File: src/rtl/sdram_port_arbiter.sv
// rtl/sdram_port_arbiter.sv - shares the SDRAM controller port between the game loader and the NES core
module sdram_port_arbiter #(
  parameter int ADDR_W     = 22,
  parameter int FIFO_DEPTH = 4,
  parameter int SLOT_PHASE = 3
) (
  input  logic              clock,
  input  logic              reset_n,
  input  logic [1:0]        ce_phase,
  input  logic              ld_valid,
  input  logic [ADDR_W-1:0] ld_addr,
  input  logic [7:0]        ld_data,
  input  logic              ld_done,
  input  logic [ADDR_W-1:0] nes_addr,
  input  logic              nes_rd_cpu,
  input  logic              nes_rd_ppu,
  input  logic              nes_wr,
  input  logic [7:0]        nes_dout,
  output logic [24:0]       mem_addr,
  output logic              mem_we,
  output logic [7:0]        mem_din,
  output logic              mem_oe_a,
  output logic              mem_oe_b,
  output logic              sd_drive,
  output logic              nes_reset,
  output logic              fifo_full,
  output logic              overflow,
  output logic [1:0]        state
);

  localparam int PW = $clog2(FIFO_DEPTH);
  localparam logic [1:0] SLOT = 2'(SLOT_PHASE);
  localparam logic [PW:0] CNT_FULL = (PW + 1)'(FIFO_DEPTH);

  typedef enum logic [1:0] {
    ST_RESET = 2'd0,
    ST_LOAD  = 2'd1,
    ST_DRAIN = 2'd2,
    ST_RUN   = 2'd3
  } state_t;

  state_t            state_q, state_d;
  logic [ADDR_W-1:0] fifo_addr_q [FIFO_DEPTH];
  logic [7:0]        fifo_data_q [FIFO_DEPTH];
  logic [PW-1:0]     rd_ptr_q, rd_ptr_d, wr_ptr_q, wr_ptr_d, wr_idx;
  logic [PW:0]       count_q, count_d;
  logic              overflow_q, overflow_d;
  logic              done_q;
  logic              wr_active_q, wr_active_d;
  logic [ADDR_W-1:0] wr_addr_q, wr_addr_d;
  logic [7:0]        wr_data_q, wr_data_d;
  logic              slot, full, empty, done_fall, flush, push, pop, run;

  assign slot      = (ce_phase == SLOT);
  assign full      = (count_q == CNT_FULL);
  assign empty     = (count_q == '0);
  assign done_fall = done_q & ~ld_done;
  assign run       = (state_q == ST_RUN);
  // A reload request empties the FIFO, but a byte arriving alongside it is kept.
  assign flush     = run & done_fall;
  assign push      = ld_valid & ~full & ((state_q == ST_LOAD) | flush);
  assign pop       = slot & ~empty & ((state_q == ST_LOAD) | (state_q == ST_DRAIN));
  assign wr_idx    = flush ? '0 : wr_ptr_q;

  always_comb begin
    rd_ptr_d    = rd_ptr_q;
    wr_ptr_d    = wr_ptr_q;
    count_d     = count_q;
    if (flush) begin
      rd_ptr_d = '0;
      wr_ptr_d = '0;
      count_d  = '0;
    end
    if (push) begin
      wr_ptr_d = wr_ptr_d + 1'b1;
      count_d  = count_d + 1'b1;
    end
    if (pop) begin
      rd_ptr_d = rd_ptr_q + 1'b1;
      count_d  = count_d - 1'b1;
    end
    overflow_d  = overflow_q | ((state_q == ST_LOAD) & ld_valid & full);
    // The write window always closes on a slot edge, so a new launch can follow back to back.
    wr_active_d = slot ? pop : wr_active_q;
    wr_addr_d   = pop ? fifo_addr_q[rd_ptr_q] : wr_addr_q;
    wr_data_d   = pop ? fifo_data_q[rd_ptr_q] : wr_data_q;
  end

  always_comb begin
    state_d = state_q;
    case (state_q)
      ST_RESET: state_d = ST_LOAD;
      ST_LOAD:  if (ld_done) state_d = ST_DRAIN;
      ST_DRAIN: begin
        if (done_fall)           state_d = ST_LOAD;
        else if (slot && empty)  state_d = ST_RUN;
      end
      ST_RUN:   if (done_fall) state_d = ST_LOAD;
      default:  state_d = ST_RESET;
    endcase
  end

  always_ff @(posedge clock) begin
    if (!reset_n) begin
      state_q     <= ST_RESET;
      rd_ptr_q    <= '0;
      wr_ptr_q    <= '0;
      count_q     <= '0;
      overflow_q  <= 1'b0;
      done_q      <= 1'b0;
      wr_active_q <= 1'b0;
      wr_addr_q   <= '0;
      wr_data_q   <= '0;
    end else begin
      state_q     <= state_d;
      rd_ptr_q    <= rd_ptr_d;
      wr_ptr_q    <= wr_ptr_d;
      count_q     <= count_d;
      overflow_q  <= overflow_d;
      done_q      <= ld_done;
      wr_active_q <= wr_active_d;
      wr_addr_q   <= wr_addr_d;
      wr_data_q   <= wr_data_d;
    end
  end

  always_ff @(posedge clock) begin
    if (push) begin
      fifo_addr_q[wr_idx] <= ld_addr;
      fifo_data_q[wr_idx] <= ld_data;
    end
  end

  // RUN hands the port straight to the NES with no added latency.
  assign mem_addr  = run ? {{(25-ADDR_W){1'b0}}, nes_addr} : {{(25-ADDR_W){1'b0}}, wr_addr_q};
  assign mem_we    = run ? nes_wr : wr_active_q;
  assign mem_din   = run ? nes_dout : wr_data_q;
  assign mem_oe_a  = run & nes_rd_cpu;
  assign mem_oe_b  = run & nes_rd_ppu;
  assign sd_drive  = run ? nes_wr : wr_active_q;
  assign nes_reset = ~run;
  assign fifo_full = full;
  assign overflow  = overflow_q;
  assign state     = state_q;

endmodule
File: config.mk
export PLATFORM = sky130hd
export DESIGN_NAME = sdram_port_arbiter
export DESIGN_NICKNAME = d
export VERILOG_FILES = /design/src/rtl/sdram_port_arbiter.sv
export SDC_FILE = /design/constraint.sdc
export NUM_CORES = 1
export LEC_CHECK = 0
export CORE_MARGIN = 5
export CORE_UTILIZATION = 63
export CTS_CLUSTER_SIZE = 40
export DETAILED_ROUTE_END_ITERATION = 6
export DONT_BUFFER_PORTS = 1
export GPL_ROUTABILITY_DRIVEN = 0
export HOLD_SLACK_MARGIN = 0.1
export PLACE_DENSITY = 0.79
export REMOVE_ABC_BUFFERS = 1
export SLEW_MARGIN = 20
export SYNTH_ARGS = -nofsm -noshare
export SYNTH_HDL_FRONTEND = slang
export SYNTH_SLANG_ARGS = --single-unit
File: constraint.sdc
create_clock -name clock -period 7.1 [get_ports clock]
set_input_delay 1.42 -clock clock [delete_from_list [all_inputs] [get_ports clock]]
set_output_delay 1.42 -clock clock [all_outputs]
set_load 0.005 [all_outputs]
* Word level (Yosys, flattened, before mapping) *
Memories as Yosys holds them, arrays and structs flattened. A register that Yosys moved wholly into a read port is not among the register bits.
Cells that the tools add are included.

storage, ports and cells
  bits in registers = 12
  memory bits (writable) = 120
  output and inout bits = 42
  memories = 2

memories
  name         depth  width  rd ports  clocked after Yosys merged registers in  wr ports  RTL line  source
  fifo_addr_q  4      22     1         1                                        1         43        logic [ADDR_W-1:0] fifo_addr_q [FIFO_DEPTH];
  fifo_data_q  4      8      1         1                                        1         44        logic [7:0] fifo_data_q [FIFO_DEPTH];

cells by class
  $add $sub $neg = 4
  eq/ne operators = 8
  multiplexer cells = 17
  bitwise logic cells = 17
  reduce and logical (&&, ||, !) cells = 7

operator list
  kind                 count
  $mux 22              1
  $mux 2               8
  $and 1x1->1          10
  $mux 3               3
  $mux 8               1
  $pmux 2 s4           1
  $eq 2x2->1 const B   3
  $add 2x1->2 const B  2
  $ne 2x2->1 const B   2
  $not 1->1            4
  $add 3x1->3 const B  1
  $eq 3x3->1 const B   1
  $logic_not 3->1      1
  $mux 1               3
  $ne 3x2->1 const B   1
  $or 1x1->1           3
  $reduce_and 3->1     1
  $sub 3x1->3 const B  1
  $eq 2x1->1 const B   1
  $logic_not 1->1      2
  $logic_not 2->1      1
  $reduce_bool 2->1    1
  $logic_and 1x1->1    1

* Longest topological paths before layout *
  word-level depth = 8
  gate-level depth with buffers = 11
  mapped depth without buffers = 10

* Worst setup path before layout *
Ideal clock, no wire load.

  path type = input -> register
  start point = input ld_done
  end point = memory fifo_addr_q[0][0], enable pin
  library setup time = 390 ps
  data arrival time = 2869 ps
  required time = 6710 ps
  path slack = 3841 ps
  cell stages on the path = 3
  buffers on the path = 0
  cells stage by stage = nand3b_4 -> a221oi_4 -> and2_1

between the ends
  longest elaborated chain between the ends = 7
  elaborated cells on any way between the ends = 8

RTL lines
  element                       RTL line  source
  start, declared               13        input logic ld_done,
  $not 1->1 *                   57        assign done_fall = done_q & ~ld_done;
  $and 1x1->1 *                 57
  $and 1x1->1 *                 60        assign flush = run & done_fall;
  $or 1x1->1                    61        assign push = ld_valid & ~full & ((state_q == ST_LOAD) | flush);
  $and 1x1->1                   61
  $mux 1                        128       if (push) begin
  $mux 1 (not written as such)  129       fifo_addr_q[wr_idx] <= ld_addr;
  end, declared                 43

Every way passes the cells marked *; elsewhere a longest branch is shown, timed or not.

* Final worst setup path *
  start point = register state_q[0] (netlist: state[0])
  end point = output mem_din[6]

between the ends
  longest elaborated chain between the ends = 2

RTL lines
  element                 RTL line  source
  start, declared         42        state_t state_q, state_d;
  start signal, assigned  115       state_q <= state_d;
  $eq 2x2->1              58        assign run = (state_q == ST_RUN);
  $mux 8                  137       assign mem_din = run ? nes_dout : wr_data_q;
  end, declared           21        output logic [7:0] mem_din,

No other way between the ends.

==> impl_metrics.yaml <==
status:
  outcome: "finished clean"
sta:
  fin_crit_ns: 3.64
  whs_ns: 0.455
  fin_crit_sh_pct: 51.2
  worst_slack_ns: 3.46
  worst_pin_slew_ns: 0.907
  fmax_ghz: 0.275
  drv_slew: 0
  setup_viol: 0
  rsz0062_at_grt: "no"
  clock_skew_ns: 0.0103
  tns_ns: 0
  hold_viol: 0
  relSlewSlack_pct: 39.5
drt:
  drt_iter0_markers: 175
  dr_total_vias: 3423
  drtPass1Iterations: 4
  wirelength_um: 12100
  wl_per_cell_um: 21.4
  viasPerCell: 6.04
  antenna_left: 0
  drc: 0
cells_and_area:
  nets: 496
  fin_util_pct: 70.3
  fin_cells: 567
  drive_gt1_share_pct: 26.5
  antenna_cells: 0
  syn_to_final_growth_pct: 9.50
  fill_cells: 663
  stdcell_area_mm2: 0.00722
clocking:
  cts.hold.buffers_added: 0
  cts_tree: "yes"
  cts.sinks: 162
  cts_max_level: 4
  clock_path_buffers: 2
  clk_pin_slew_worst_paths_ns: 0.07
  ctsResizeCount: 0
  postCtsSetupRepairBufs: 0
  root_buffer: "clkbuf_8"
  clock_latency_ns: 0.52
  cts_made_buffers: 17
placement:
  port_buffers: 0
  place_area_mm2: 0.00666
  pre_cts_ws_ns: 3.65
  placed_cells: 535
  dp_hpwl_um: 7470
global_route:
  grt-ovfl-total: 0
  grt_util_all_layers_pct: 20.2
  grt_max_degree: 42
  grt_pass1_wl_um: 19400
  antenna_found_initial: 0
  grt_pass1_vias: 3647
yosys:
  muxShareOfSynthArea_pct: 16.0
  avgSynthCellArea_um2: 15.7
  synth_compound_area_share_pct: 4.87
  synth_xor_area_share_pct: 0.133
  synth_ff_type: "edfxtp_1"
  syn_area_mm2: 0.00660
  synth-simple-area-share_pct: 6.87
  synth.most_common_cell: "edfxtp_1"
  ys_seq_area_share_pct: 67.4
  yosys.area.top_type_share_pct: 54.6
  yosys.area.top_type: "edfxtp_1"
  yosys.cell_types.count: 40
  ys_top_cells_by_area: "edfxtp_1, dfxtp_1, mux4_2, mux2_2, nand2_1"
  synth_commonest_cells: "edfxtp_1, nand2_1, dfxtp_1"
  synth-edff-count: 120
  async_flop_share_pct: 0
  synth_seq_cells: 162
  synthCells: 419
  yosysWarnings: 0
  yosys.area_share.adder_pct: 1.71
  synth_top_family_by_area: "multiplexers"
power:
  p_leak_nw: 2.42
  vdd_ir_drop_max_mv: 0.166
  pwr-share-comb_pct: 8.0
  power.share.clock_pct: 40.9
  finalPower_mw: 2.12
  p_int_mw: 1.62
  switching_share_pct: 23.4
  seqPwrFrac_pct: 51.0
  p_switching_uw: 496
  power_density_mw_per_mm2: 293
critical_path:
  path_class: "flop to output pin"
  required_ns: 5.68
  path_max_fanout: 37
  rrSetupSlack_ns: 3.77
  cp.arrival_ns: 2.22
  end_kind: "output pin"
  cp-start-kind: "flop"
die:
  ios: 111
  die_h_um: 112
  core_mm2: 0.0103
  fp.dieW_um: 112
  start_util_pct: 64.2
  die_area_mm2: 0.0126
  rows: 37
job:
  maxCapViolations: 0
hold_path:
  min_path_type: "flop to flop"
## worst max-delay path: stages, from the launching register on
cell     delay [ns]
dfxtp_1        0.42
ha_2           0.82
mux2_2         0.45
## cell families after synthesis
family | after synthesis
xor+xnor | 1
other cells | 1
flops | 162
fa+ha+maj | 9
mux | 64
compound gates | 49
simple gates | 97
buf+inv | 36
## layer usage
layer	wire, um	vias up	GRT usage, %	part of all wire [%]
met1	4830	1713	24.3	40
met2	6230	137	34.0	51
met3	976	11	7.44	8.0
met4	106	0	6.41	0.87
li1	-	1562	-	-
met5	0	-	0	0
## worst paths after layout
kind	startpoint	end	depth (start not counted)
max	state[0]	mem_din[6]	2
min	wr_addr_q[1]	wr_addr_q[1]	2
max reg2reg	state[0]	count_q[2]	10
min reg2reg	wr_addr_q[1]	wr_addr_q[1]	2
## power groups by stage
stage | Clock (mW) | Combinational, mW | Sequential, mW
after CTS | 0.879 | 0.173 | 1.08
after global routing | 0.922 | 0.188 | 1.08
final | 0.867 | 0.170 | 1.08
after detailed placement | 0 | 0.171 | 1.10
after global placement | 0 | 0.168 | 1.10
after floorplan | 0 | 0.132 | 1.10
## cell type report
type / count / area (um^2) / area share, %
clock buffers: 18 / 428 / 5.92
flip-flops and latches: 162 / 4450 / 61.6
clock inverters: 14 / 141 / 1.96
well taps: 136 / 170 / 2.36
repair buffers: 4 / 30.0 / 0.416
inverters: 10 / 37.5 / 0.520
multi-input cells: 223 / 1970 / 27.3
## registers in the layout, summed over array words and instances (netlist names)
register,count
state,2
count_q,3
fifo_addr_q,88
overflow,1
done_q,1
wr_addr_q,22
rd_ptr_q,2
wr_active_q,1
fifo_data_q,32
wr_data_q,8
wr_ptr_q,2
## placed cells by master, fill, tap and decap left out, drive strengths merged, types with 2 or more instances in the layout
cell and instances:
mux2 32, clkinv 5, inv 17, dfxtp 42, nor2 7, and2 8
edfxtp 120, mux2i 2, a21oi 36, ha 9, nand2 70, a221oi 2
buf 4, nor3 4, conb 3, clkbuf 18, mux4 30, nand2b 3
No activity file was read; power rests on OpenSTA's default activity.
